`src/rtl/uart_rx_controller.sv`:
```
// UART receive sequencer: start qualification, mid-bit strobes, shift/parity/stop checks.
// Optional break detection with a wait-for-mark state is built when UART_RX_BREAK_EN is defined.
module uart_rx_controller #(
  parameter int OVERSAMPLE = 16,
  parameter int OS_W       = 4
) (
  input  logic       pclk,
  input  logic       preset,
  input  logic       baud_tick,
  input  logic       rxd,
  input  logic       rx_en,
  input  logic [1:0] wls,
  input  logic       pen,
  input  logic       eps,
  input  logic       receive_done,
  output logic       receive_frame_counter_en,
  output logic       receive_frame_counter_clear,
  output logic       sample_edge,
  output logic [7:0] rx_data,
  output logic       rx_valid,
  output logic       parity_err,
  output logic       framing_err,
  output logic       break_det,
  output logic       rx_busy
);

`ifdef UART_RX_BREAK_EN
  typedef enum logic [1:0] {IDLE, START, DATA, WAIT_MARK} state_t;
`else
  typedef enum logic [1:0] {IDLE, START, DATA} state_t;
`endif

  localparam logic [OS_W-1:0] OS_MAX  = OS_W'(OVERSAMPLE - 1);
  localparam logic [OS_W-1:0] OS_HALF = OS_W'(OVERSAMPLE / 2 - 1);

  state_t          state_q, state_d;
  logic [OS_W-1:0] os_cnt_q, os_cnt_d;
  logic [8:0]      shreg_q, shreg_d;
  logic            par_q, par_d;
  logic [7:0]      rx_data_q, rx_data_d;
  logic            rx_valid_q, rx_valid_d;
  logic            perr_q, perr_d;
  logic            ferr_q, ferr_d;

  // Received bits sit at the top of shreg; shift them down to bit 0 and mask to N.
  logic [3:0] n_bits, lsb_pos;
  logic [7:0] data_mask, data_al;
  assign n_bits    = 4'd5 + {2'b00, wls};
  assign lsb_pos   = 4'd9 - n_bits - {3'b000, pen};
  assign data_mask = 8'hFF >> (4'd8 - n_bits);
  assign data_al   = 8'(shreg_q >> lsb_pos) & data_mask;

`ifdef UART_RX_BREAK_EN
  logic brk_q, brk_d, brk_now;
  assign brk_now   = (data_al == 8'h00) & (~pen | ~shreg_q[8]) & ~rxd;
  assign break_det = brk_q;
`else
  assign break_det = 1'b0;
`endif

  assign sample_edge                 = baud_tick & (state_q == DATA) & (os_cnt_q == OS_MAX);
  assign receive_frame_counter_clear = (state_q == IDLE);
  assign receive_frame_counter_en    = sample_edge & ~receive_done;

  always_comb begin
    state_d    = state_q;
    os_cnt_d   = os_cnt_q;
    shreg_d    = shreg_q;
    par_d      = par_q;
    rx_data_d  = rx_data_q;
    rx_valid_d = 1'b0;
    perr_d     = perr_q;
    ferr_d     = ferr_q;
`ifdef UART_RX_BREAK_EN
    brk_d      = brk_q;
`endif
    if (!rx_en) begin
      state_d  = IDLE;
      os_cnt_d = '0;
    end else begin
      case (state_q)
        IDLE: if (baud_tick && !rxd) begin
          state_d  = START;
          os_cnt_d = '0;
        end
        START: if (baud_tick) begin
          if (os_cnt_q == OS_HALF) begin
            os_cnt_d = '0;
            if (rxd) state_d = IDLE;
            else begin
              state_d = DATA;
              shreg_d = '0;
              par_d   = 1'b0;
            end
          end else begin
            os_cnt_d = os_cnt_q + OS_W'(1);
          end
        end
        DATA: begin
          if (baud_tick) os_cnt_d = (os_cnt_q == OS_MAX) ? '0 : os_cnt_q + OS_W'(1);
          if (sample_edge && !receive_done) begin
            shreg_d = {rxd, shreg_q[8:1]};
            par_d   = par_q ^ rxd;
          end else if (sample_edge) begin
            // First stop bit: publish the character and re-arm mid-stop-bit.
            rx_data_d  = data_al;
            perr_d     = pen & (par_q ^ ~eps);
            ferr_d     = ~rxd;
            rx_valid_d = 1'b1;
            state_d    = IDLE;
`ifdef UART_RX_BREAK_EN
            brk_d = brk_now;
            if (brk_now) state_d = WAIT_MARK;
`endif
          end
        end
`ifdef UART_RX_BREAK_EN
        WAIT_MARK: if (baud_tick && rxd) state_d = IDLE;
`endif
        default: state_d = IDLE;
      endcase
    end
  end

  always_ff @(posedge pclk) begin
    if (preset) begin
      state_q    <= IDLE;
      os_cnt_q   <= '0;
      shreg_q    <= '0;
      par_q      <= 1'b0;
      rx_data_q  <= '0;
      rx_valid_q <= 1'b0;
      perr_q     <= 1'b0;
      ferr_q     <= 1'b0;
`ifdef UART_RX_BREAK_EN
      brk_q      <= 1'b0;
`endif
    end else begin
      state_q    <= state_d;
      os_cnt_q   <= os_cnt_d;
      shreg_q    <= shreg_d;
      par_q      <= par_d;
      rx_data_q  <= rx_data_d;
      rx_valid_q <= rx_valid_d;
      perr_q     <= perr_d;
      ferr_q     <= ferr_d;
`ifdef UART_RX_BREAK_EN
      brk_q      <= brk_d;
`endif
    end
  end

  assign rx_data     = rx_data_q;
  assign rx_valid    = rx_valid_q;
  assign parity_err  = perr_q;
  assign framing_err = ferr_q;
  assign rx_busy     = (state_q != IDLE);

endmodule

```
`config.mk`:
```
export PLATFORM = sky130hd
export DESIGN_NAME = uart_rx_controller
export DESIGN_NICKNAME = d
export VERILOG_FILES = /design/src/rtl/uart_rx_controller.sv
export SDC_FILE = /design/constraint.sdc
export NUM_CORES = 1
export LEC_CHECK = 0
export ABC_AREA = 1
export BUFFER_PORTS_ARGS = -buffer_cell sky130_fd_sc_hd__buf_2
export CAP_MARGIN = 20
export CORE_MARGIN = 2
export CORE_UTILIZATION = 45
export DETAILED_ROUTE_END_ITERATION = 6
export MAX_ROUTING_LAYER = met4
export PLACE_DENSITY = 0.7
export SETUP_SLACK_MARGIN = 0.15
export SYNTH_ARGS = -nofsm -noshare
export SYNTH_HDL_FRONTEND = slang
export SYNTH_SLANG_ARGS = --single-unit
```
`constraint.sdc`:
```
create_clock -name pclk -period 5.2 [get_ports pclk]
set_input_delay 0.78 -clock pclk [delete_from_list [all_inputs] [get_ports pclk]]
set_output_delay 0.78 -clock pclk [all_outputs]
set_load 0.05 [all_outputs]
```
==> flow_metrics.tcl <==
set metrics [dict create \
    status "finished, final reports clean" \
    hold_violations 0 \
    synthFlopType "dfxtp_1" \
    synth-compound-area-share_pct 9.08 \
    numCtsBuffers 3 \
    n_antenna_cell 0 \
    crit_path_start "state_q[0]" \
    timing.rr.start "state_q[0]" \
    vias_per_cell 4.91 \
    tns_ns 0 \
    synth_fa_ha_area_share_pct 8.44 \
    period_needed_ns 2.72 \
    yosys.area_share.simple_pct 40.1 \
    p_clk_share_pct 27.1 \
    ys_top_cells_by_area "dfxtp_1 (30%), nand2_1 (17%), ha_1 (8.4%)" \
    place_congestion 0.976 \
    coreArea_um2 3720 \
    area_growth_pct 10.8 \
    final_cell_count_no_fill 348 \
    drt_wl_total_mm 3.79 \
    synth_area_um2 1780 \
    final_core_util_pct 53.0 \
    num_io_pins 26 \
    yosysMostFrequentCell "nand2_1" \
    ctsHoldBuffers 0 \
    synth-edff-count 0 \
    powerDensity_nw_per_um2 233 \
    grtUsageTotal_pct 19.9 \
    final_nets 323 \
    initial_utilization_pct 47.8 \
    first_pass_iters 4 \
    fin_crit_sh_pct 52.3 \
    synth_cell_types 29 \
    ys_async_sr_fraction_pct 0 \
    holdWs_ns 0.471 \
    ctsLongestPathBuffers 2 \
    p_comb_share_pct 25.5 \
    yosysTopAreaCellShare_pct 30.4 \
    die-height_um 66.9 \
    yosysTopAreaCell "dfxtp_1" \
    synth_top_family_by_area "simple AND/OR/NAND/NOR gates" \
    core.rowCount 22 \
    synth_xor_xnor_area_share_pct 0.493 \
    grt_max_degree 16 \
    postRouteAntennaNets 0 \
    internal_power_mw 0.303 \
    slew_violations 0 \
    ys_warn_count 0 \
    cts_resized 0 \
    synth_mux_area_share_pct 0 \
    cts_tree "done" \
    drc 0 \
    clock_skew_ns 0.00580 \
    drive_gt1_share_pct 14.7 \
    setup_viol 0 \
    hold_start "rx_data[2]" \
    grt_overflow 0 \
    synth_area_per_cell_um2 6.40 \
    path_clk_slew_ns 0.10 \
    synthTopCellsByCount "nand2_1 (81), inv_1 (37), nor2_1 (32)" \
    netlist_instances 278 \
    end_kind "output port" \
    rsz0062_at_grt "no" \
    clock_latency_ns 0.28 \
    drtIter0Drc 116 \
    ys_seq_elements 27 \
    dp.cells 344 \
    port_buffers 24 \
    crit_required_ns 4.42 \
    place_hpwl_mm 2.98 \
    grt_pass1_wl_mm 6.80 \
    seq_power_share_pct 47.3 \
    cp_max_fo 13 \
    criticalPathCategory "reg -> out" \
    antenna_found_initial 0 \
    vias 1709 \
    synth.yosys.seq_area_share_pct 30.4 \
    wl_per_cell_um 10.9 \
    die_area_um2 4470 \
    switching_power_mw 0.155 \
    hold_path_class "reg -> reg" \
    htreeDepth 1 \
    grt_pass1_vias 1564 \
    fp.dieW_um 66.9 \
    worstPathArrival_ns 1.94 \
    clkSinkCount 27 \
    ir_drop_uv 128 \
    drv_cap 0 \
    synth_nets 300 \
    max_freq_mhz 368 \
    leakage_nw 1.04 \
    start_kind "flop" \
    cts_setup_buffers 0 \
    swShare_pct 33.9 \
    cts_root_buf "clkbuf_8" \
]
==> per-layer routing <==
layer | share of wire (%) | global-route usage [%]
met5 | 0 | -
met4 | 0.58 | 3.06
met3 | 6.1 | 2.53
met2 | 41 | 31.0
met1 | 52 | 28.2
==> layout by cell type (no fill, tap or decap) <==
cell type	Yosys	layout
a31oi_1	1	1
clkbuf_8	0	3
nor3_1	1	1
clkinv_8	1	1
nand2_2	1	1
clkinv_2	0	1
nand4_1	2	2
ha_1	12	12
nand2_4	1	1
inv_1	37	37
nand2_8	1	1
nor2_4	2	2
clkinv_1	1	1
a21oi_1	12	12
nor2_2	4	4
inv_2	2	2
a21boi_0	1	1
o21ai_0	16	16
xnor2_1	1	1
buf_2	3	24
or2_2	1	1
nand3_1	30	30
conb_1	1	1
nor2_1	32	32
dfxtp_1	27	27
nor3_2	1	1
nand2_1	81	81
nand3_2	2	2
o21a_1	1	1
==> critical path, stage by stage (launching register included) <==
cell and delay [ns]:
dfxtp_1 0.34, inv_1 0.10, ha_1 0.44, nand2_1 0.17, inv_2 0.11, nand3_2 0.17
inv_1 0.08, buf_2 0.26
==> flip-flops by register name, indices dropped and copies added (netlist names) <==
name / flops
par_q: 1
rx_valid: 1
shreg_q: 9
parity_err: 1
state_q: 2
rx_data: 8
framing_err: 1
os_cnt_q: 4
==> final cells by class <==
| cell class | instances | area [µm²] |
|---|---|---|
| Clock buffer | 3 | 41.3 |
| Clock inverter | 1 | 5.00 |
| Fill cell | 402 | 1750 |
| Inverter | 41 | 166 |
| Multi-Input combinational cell | 204 | 1040 |
| Sequential cell | 27 | 541 |
| Tap cell | 48 | 60.1 |
| Timing Repair Buffer | 24 | 120 |
==> power groups by stage <==
stage	Sequential [mW]	Clock, mW	Combinational, mW
after detailed placement	0.222	0	0.116
after global placement	0.222	0	0.115
after floorplan	0.220	0	0.0942
after global routing	0.218	0.136	0.135
after CTS	0.217	0.130	0.117
final	0.217	0.124	0.117
==> cell families (layout without fill, tap and decap cells) <==
kind of cell               count (synthesis)  after routing
AOI/OAI and AO/OA                         31             31
xor gates and xnor gates                   1              1
adders and majority gates                 12             12
buffers and inverters                     47             69
DFF                                       27             27
other                                      1              1
and+or+nand+nor                          159            159
==> stage by stage <==
step / setup slack, ns / cell area, µm² / power (mW)
after floorplan: 2.78 / 1780 / 0.315
after global placement: 2.52 / 1920 / 0.337
after detailed placement: 2.48 / 1920 / 0.338
after CTS: 2.45 / 1970 / 0.463
after global routing: 2.29 / 1970 / 0.489
final: 2.48 / 1970 / 0.458
==> worst paths after layout <==
kind	slack (ns)	to	cells after the start
hold / removal	0.47	rx_data[2]	2
hold reg to reg	0.47	rx_data[2]	2
setup reg to reg	3.33	shreg_q[4]	9
setup / recovery	2.48	receive_frame_counter_en	7
No activity file was read; power rests on OpenSTA's default activity.
